$ cat config.mk
export PLATFORM = sky130hd
export DESIGN_NAME = shiftreg_frame_gen
export DESIGN_NICKNAME = d
export VERILOG_FILES = /design/src/rtl/shiftreg_frame_gen.sv
export SDC_FILE = /design/constraint.sdc
export NUM_CORES = 1
export LEC_CHECK = 0
export ABC_AREA = 1
export BUFFER_PORTS_ARGS = -buffer_cell sky130_fd_sc_hd__buf_4
export CAP_MARGIN = 10
export CORE_UTILIZATION = 55
export CTS_BUF_LIST = sky130_fd_sc_hd__clkbuf_2 sky130_fd_sc_hd__clkbuf_4 sky130_fd_sc_hd__clkbuf_8
export DETAILED_ROUTE_END_ITERATION = 16
export HOLD_SLACK_MARGIN = 0.1
export PLACE_DENSITY = 0.71
export SLEW_MARGIN = 10
export SYNTH_ARGS = -nofsm -noshare
export SYNTH_HDL_FRONTEND = slang
export SYNTH_SLANG_ARGS = --single-unit
$ cat constraint.sdc
create_clock -name CLK -period 2.72 [get_ports CLK]
set_input_delay 0.272 -clock CLK [delete_from_list [all_inputs] [get_ports CLK]]
set_output_delay 0.272 -clock CLK [all_outputs]
set_load 0.02 [all_outputs]
$ cat src/rtl/shiftreg_frame_gen.sv
// Serial frame generator: a static word followed by a serially loaded dynamic word on one line.
// Optional even-parity trailer bit when SHIFTREG_FRAME_PARITY_EN is defined.
module shiftreg_frame_gen #(
   parameter int                    SIZESRSTAT = 88,
   parameter int                    SIZESRDYN  = 16,
   parameter logic [SIZESRSTAT-1:0] STAT_INIT  = 88'hABCDEF123456789ABCDEF1,
   parameter int                    BIT_DIV    = 1
) (
   input  logic CLK,
   input  logic RST_N,
   input  logic START,
   input  logic LOAD_VALID,
   input  logic LOAD_DIN,
   output logic SELSTAT,
   output logic SELDYN,
   output logic BUSY,
   output logic ENFIN,
   output logic generated_signal
);

   localparam int MAXSZ = (SIZESRSTAT > SIZESRDYN) ? SIZESRSTAT : SIZESRDYN;
   localparam int BIT_W = (MAXSZ > 1) ? $clog2(MAXSZ) : 1;
   localparam int DIV_W = $clog2(BIT_DIV) + 1;

   localparam logic [BIT_W-1:0] STAT_LAST = BIT_W'(SIZESRSTAT - 1);
   localparam logic [BIT_W-1:0] DYN_LAST  = BIT_W'(SIZESRDYN - 1);
   localparam logic [DIV_W-1:0] DIV_LAST  = DIV_W'(BIT_DIV - 1);

`ifdef SHIFTREG_FRAME_PARITY_EN
   typedef enum logic [2:0] {S_IDLE, S_STAT, S_DYN, S_PAR, S_FIN} state_t;
`else
   typedef enum logic [2:0] {S_IDLE, S_STAT, S_DYN, S_FIN} state_t;
`endif

   state_t                state_q, state_d;
   logic [BIT_W-1:0]      bit_q, bit_d;
   logic [DIV_W-1:0]      div_q, div_d;
   logic [SIZESRSTAT-1:0] stat_sh_q, stat_sh_d;
   logic [SIZESRDYN-1:0]  dyn_sh_q, dyn_sh_d;
   logic [SIZESRDYN-1:0]  shadow_q, shadow_d;
`ifdef SHIFTREG_FRAME_PARITY_EN
   logic                  par_q, par_d;
`endif

   logic sel_stat_q, sel_stat_d;
   logic sel_dyn_q, sel_dyn_d;
   logic busy_q, busy_d;
   logic enfin_q, enfin_d;
   logic gen_q, gen_d;

   always_comb begin
      state_d   = state_q;
      bit_d     = bit_q;
      div_d     = div_q;
      stat_sh_d = stat_sh_q;
      dyn_sh_d  = dyn_sh_q;
      shadow_d  = shadow_q;
`ifdef SHIFTREG_FRAME_PARITY_EN
      par_d     = par_q;
`endif

      if (LOAD_VALID) begin
         shadow_d = (shadow_q << 1) | SIZESRDYN'(LOAD_DIN);
      end

      // Current bit is always the MSB of its shift register; the word shifts once per bit period.
      case (state_q)
         S_IDLE: begin
            if (START) begin
               state_d   = S_STAT;
               bit_d     = STAT_LAST;
               div_d     = DIV_LAST;
               stat_sh_d = STAT_INIT;
               dyn_sh_d  = shadow_d;
`ifdef SHIFTREG_FRAME_PARITY_EN
               par_d     = (^STAT_INIT) ^ (^shadow_d);
`endif
            end
         end
         S_STAT: begin
            if (div_q == '0) begin
               div_d = DIV_LAST;
               if (bit_q == '0) begin
                  state_d = S_DYN;
                  bit_d   = DYN_LAST;
               end else begin
                  bit_d     = bit_q - 1'b1;
                  stat_sh_d = stat_sh_q << 1;
               end
            end else begin
               div_d = div_q - 1'b1;
            end
         end
         S_DYN: begin
            if (div_q == '0) begin
               div_d = DIV_LAST;
               if (bit_q == '0) begin
`ifdef SHIFTREG_FRAME_PARITY_EN
                  state_d = S_PAR;
`else
                  state_d = S_FIN;
`endif
               end else begin
                  bit_d    = bit_q - 1'b1;
                  dyn_sh_d = dyn_sh_q << 1;
               end
            end else begin
               div_d = div_q - 1'b1;
            end
         end
`ifdef SHIFTREG_FRAME_PARITY_EN
         S_PAR: begin
            if (div_q == '0) begin
               state_d = S_FIN;
            end else begin
               div_d = div_q - 1'b1;
            end
         end
`endif
         S_FIN: begin
            state_d = S_IDLE;
         end
         default: begin
            state_d = S_IDLE;
         end
      endcase
   end

   // Outputs are decoded from the next state and registered, so they change only on clock edges.
   always_comb begin
      sel_stat_d = 1'b0;
      sel_dyn_d  = 1'b0;
      busy_d     = (state_d != S_IDLE);
      enfin_d    = (state_d == S_FIN);
      gen_d      = 1'b0;
      case (state_d)
         S_STAT: begin
            sel_stat_d = 1'b1;
            gen_d      = stat_sh_d[SIZESRSTAT-1];
         end
         S_DYN: begin
            sel_dyn_d = 1'b1;
            gen_d     = dyn_sh_d[SIZESRDYN-1];
         end
`ifdef SHIFTREG_FRAME_PARITY_EN
         S_PAR: begin
            sel_dyn_d = 1'b1;
            gen_d     = par_d;
         end
`endif
         default: begin
            gen_d = 1'b0;
         end
      endcase
   end

   always_ff @(posedge CLK or negedge RST_N) begin
      if (!RST_N) begin
         state_q    <= S_IDLE;
         bit_q      <= '0;
         div_q      <= '0;
         stat_sh_q  <= STAT_INIT;
         dyn_sh_q   <= '0;
         shadow_q   <= '0;
`ifdef SHIFTREG_FRAME_PARITY_EN
         par_q      <= 1'b0;
`endif
         sel_stat_q <= 1'b0;
         sel_dyn_q  <= 1'b0;
         busy_q     <= 1'b0;
         enfin_q    <= 1'b0;
         gen_q      <= 1'b0;
      end else begin
         state_q    <= state_d;
         bit_q      <= bit_d;
         div_q      <= div_d;
         stat_sh_q  <= stat_sh_d;
         dyn_sh_q   <= dyn_sh_d;
         shadow_q   <= shadow_d;
`ifdef SHIFTREG_FRAME_PARITY_EN
         par_q      <= par_d;
`endif
         sel_stat_q <= sel_stat_d;
         sel_dyn_q  <= sel_dyn_d;
         busy_q     <= busy_d;
         enfin_q    <= enfin_d;
         gen_q      <= gen_d;
      end
   end

   assign SELSTAT          = sel_stat_q;
   assign SELDYN           = sel_dyn_q;
   assign BUSY             = busy_q;
   assign ENFIN            = enfin_q;
   assign generated_signal = gen_q;

endmodule
Word-level counts from Yosys, hierarchy flattened
Cells that the tools add are included.
- bits in registers: 136
- logic and storage cells: 65
- $add $sub $neg: 2
- equality and inequality tests: 10
- mux-type cells: 27
- bitwise operators: 1
- reductions and logical operators: 12
- operators with widths (cell ; count):
    88-bit two-way mux ; 3
    88-bit case mux with 2 select lines ; 1
    16-bit two-way mux ; 4
    7-bit two-way mux ; 5
    16-bit case mux with 2 select lines ; 1
    7-bit case mux with 3 select lines ; 1
    16-bit by 1-bit OR with 16-bit output ; 1
    3-bit two-way mux ; 5
    2-bit inequality test, second input constant ; 5
    3-bit by 2-bit equality test with 1-bit output, second input constant ; 3
    3-bit case mux with 3 select lines ; 1
    4-bit AND reduction ; 2
    7-bit zero test ; 1
    7-bit by 1-bit subtractor with 7-bit output, second input constant ; 1
    3-bit by 1-bit equality test with 1-bit output, second input constant ; 2
    2-bit nonzero test ; 3
    3-bit nonzero test ; 2
    5-bit AND reduction ; 1
    1-bit two-way mux ; 4
    1-bit case mux with 2 select lines ; 2
    3-bit zero test ; 1
    2-bit AND reduction ; 1
    2-bit OR reduction ; 1
    1-bit subtractor, second input constant ; 1

Logic depth before layout (Yosys ltp)
- word-level depth: 6
- mapped depth: 11

Worst setup path after synthesis
Ideal clock, no wire load.
- path kind: flip-flop to flip-flop
- start point: register bit_q[0]
- end point: register stat_sh_q[10]
- setup time: 0.082 ns
- arrival: 1.625 ns
- setup slack: 1.013 ns
- cell stages (with the launch flop): 12
- path buffers: 2
- clock period less this slack: 1.707 ns
- cells stage by stage: dfrtp_1 -> inv_1 -> ha_1 -> inv_2 -> nor2_4 -> nand3_4 -> nor2_4 -> nor2_2 -> nand2_2 -> buf_6 -> buf_8 -> a22oi_2
- cells in the longest elaborated chain, start to end: 3
- RTL lines (element ; line ; text):
    start: declaration ; 36 ; logic [BIT_W-1:0] bit_q, bit_d;
    start signal: assignment ; 175 ; bit_q <= bit_d;
    7-bit zero test ; 83 ; if (bit_q == '0) begin
    2-bit inequality test (no line) ; - ;
    4-bit AND reduction (no line) ; - ;
    end signal: assignment ; 177 ; stat_sh_q <= stat_sh_d;
    end: declaration ; 38 ; logic [SIZESRSTAT-1:0] stat_sh_q, stat_sh_d;
Every way passes these cells.
A chain may end at the register's enable or synchronous reset.

Worst setup path in the final report
- start point: register bit_q[0]
- end point: register stat_sh_q[66]
The elaborated chain is that of the path after synthesis.

==> impl_metrics.ini <==
[run_status]
status = finished, final reports clean

[detailed_routing]
drc = 0
wl_per_cell_um = 13.7
finalWirelength_um = 9500
vias_per_cell = 5.35
first_pass_iters = 4
initialDrtViolationCount = 173
ant_nets = 0
vias = 3710

[yosys]
synth_top_area_share_pct = 37.8
yosysWarnings = 0
synth_edf_count = 0
synth_cells = 539
post_synth_and_or_nand_nor_area_fraction_pct = 12.0
synthDistinctLibCells = 33
ys_seq_area_share_pct = 60.6
synthMuxAreaShare_pct = 2.31
syn_nets = 545
synthXorXnorAreaFrac_pct = 0.311
syn_avg_cell_area_um2 = 10.5
synth_top_flop_cell = dfrtp_1
synth_top_family_by_area = compound AO/OA/AOI/OAI gates
synth-compound-area-share_pct = 13.4
async_flop_share_pct = 100
synth-seq-cells = 134
synth_area_mm2 = 0.00563
synth_area_leaders = dfrtp_1 (38%), dfstp_2 (23%), inv_1 (7.9%)
synth_adder_area_share_pct = 0.222
synth_area_leader_cell = dfrtp_1

[layout]
n_antenna_cell = 0
mostFrequentLayoutCells = inv_1 (118), dfrtp_1 (85), nand2_1 (66)
seqCellArea_mm2 = 0.00341
layout_commonest_cell = inv_1
multi_input_area_mm2 = 0.00160
areaGrowthSynthToFinish_pct = 11.5
fin_nets = 554
final_cell_count_no_fill = 694
drive_gt1_share_pct = 23.0
fillers = 794

[pwr]
power_mw = 5.17
sw_frac_of_total_pct = 24.9
p_switching_mw = 1.29
p_int_mw = 3.88
vdd_drop_max_mv = 0.498
p_per_area_mw_per_mm2 = 822
leakage_nw = 3.19
clkPwrFrac_pct = 37.9
p_comb_share_pct = 13.4
power_frac_seq_pct = 48.7

[timing]
min_period_over_period_pct = 87.4
slew_violations = 0
slew_headroom_pct = 34.1
finalCriticalPeriod_ps = 2380
max_freq_ghz = 0.421
rsz0062_at_grt = no
hold_viol = 0
setup_tns_ps = 0
fin_skew_ps = 11.0
setup_viol = 0
holdWs_ps = 226
worst_pin_slew_ps = 988

[worst_setup_path]
start_kind = flip-flop
worstPathArrival_ps = 2690
critPathKind = flip-flop to flip-flop
crit_path_max_fanout = 34
ff2ff_path_depth = 10
cp.required_ps = 3040
endpoint_kind = flip-flop

[global_routing]
grt_overflow = 0
grt_pass1_vias = 3830
antenna_found_initial = 0
grt_usage_pct = 20.9
grt_pass1_wl_um = 16900
grt_max_degree = 72

[clock_network]
cts_made_buffers = 17
clockRootBuffer = clkbuf_8
cts_sinks = 134
clkTransAtPathRegs_ps = 70
cts.path.max_buffers = 2
h-tree-depth = 4
cts.repair.resized = 0
cts_setup_buffers = 0
cts_tree = built
insertion_delay_ps = 430

[placed_design]
dp_hpwl_um = 5770
io_buffers = 9
globalplace.congestion = 0.815
dp.cells = 660

[floorplan]
die_x_um = 103
floorplan.rows = 36
start_util_pct = 57.1
core-area_mm2 = 0.00986
die_y_um = 103
fp.dieArea_mm2 = 0.0107
pin_count = 10

[run]
drv_cap = 0

[worst_hold_path]
hp-class = primary input to flip-flop
holdPathStages = 3
[power by group through the flow]
stage | Combinational, mW | Sequential [mW] | Clock, mW
floorplan | 0.542 | 2.52 | 0
global placement | 0.664 | 2.54 | 0
detailed placement | 0.696 | 2.55 | 0
CTS | 0.703 | 2.51 | 2.01
global route | 0.797 | 2.55 | 2.08
finish | 0.694 | 2.51 | 1.96
[synthesized netlist by cell type (2+ instances only)]
cell and number:
buf_6 4, buf_8 2, inv_1 118, a22oi_2 20, inv_2 2, nor2_2 4
buf_2 11, nand2_2 2, o22ai_1 38, nand4_1 4, dfrtp_1 85, nor2_4 2
dfstp_2 49, a22oi_1 28, clkbuf_1 9, mux2i_1 13, o21ai_0 9, nand2_1 66
nor2_1 9, nand3_1 51
[sequential cells by signal, summed over array words and instances (netlist names), 3 cells and up]
signal	count
dyn_sh_q	16
stat_sh_q	87
bit_q	7
state_q	3
shadow_q	16
[worst paths after layout]
path / end / slack (ps) / start
max: stat_sh_q[66] / 340 / bit_q[0]
min: dyn_sh_q[0] / 230 / START
max reg2reg: stat_sh_q[66] / 340 / bit_q[0]
min reg2reg: stat_sh_q[23] / 490 / stat_sh_q[23]
max in group asynchronous: stat_sh_q[0] / 1620 / RST_N
min in group asynchronous: bit_q[2] / 300 / RST_N
[what timing repair did]
item / CTS / global route
hold buffers: 2 / 0
hold endpoints to repair: 28 / 0
setup endpoints to repair: 0 / 0
[final cells by class]
cell class,count,share of cell area (%)
Multi-Input combinational cell,257,25.5
Clock buffer,25,5.18
Inverter,121,7.23
Sequential cell,134,54.4
Timing Repair Buffer,17,2.51
Clock inverter,7,2.63
Tap cell,133,2.65
[cell families after synthesis]
| group | Yosys count |
|---|---|
| muxes | 13 |
| AOI/OAI and AO/OA | 97 |
| buffers and inverters | 148 |
| DFF | 134 |
| xor gates and xnor gates | 2 |
| other | 1 |
| and+or+nand+nor | 143 |
| adders and majority gates | 1 |
[critical path, cell delays in order (launching register included)]
cell	delay, ps
dfrtp_1	380
inv_1	140
ha_1	320
inv_2	70
nor2_4	110
nand3_4	240
nor2_4	270
nor2_2	60
nand2_2	290
buf_12	270
a22oi_1	100
[metrics by stage]
step                      cell area (µm²)  setup WS [ps]  util, %
final                                6280            344     63.7
after global routing                 6280            171     63.7
after CTS                            6280            349     63.7
after detailed placement             5770            359     58.5
after global placement               5770            489     58.5
after floorplan                      5630           1010        -
[layer usage]
layer,up-vias,GRT usage (%),share of wire [%]
li1,1772,-,-
met1,1856,25.7,46
met2,67,35.4,49
met3,15,5.04,3.2
met4,0,9.10,1.7
met5,-,0,0
Note: power is estimated with default switching activity, not from simulation.
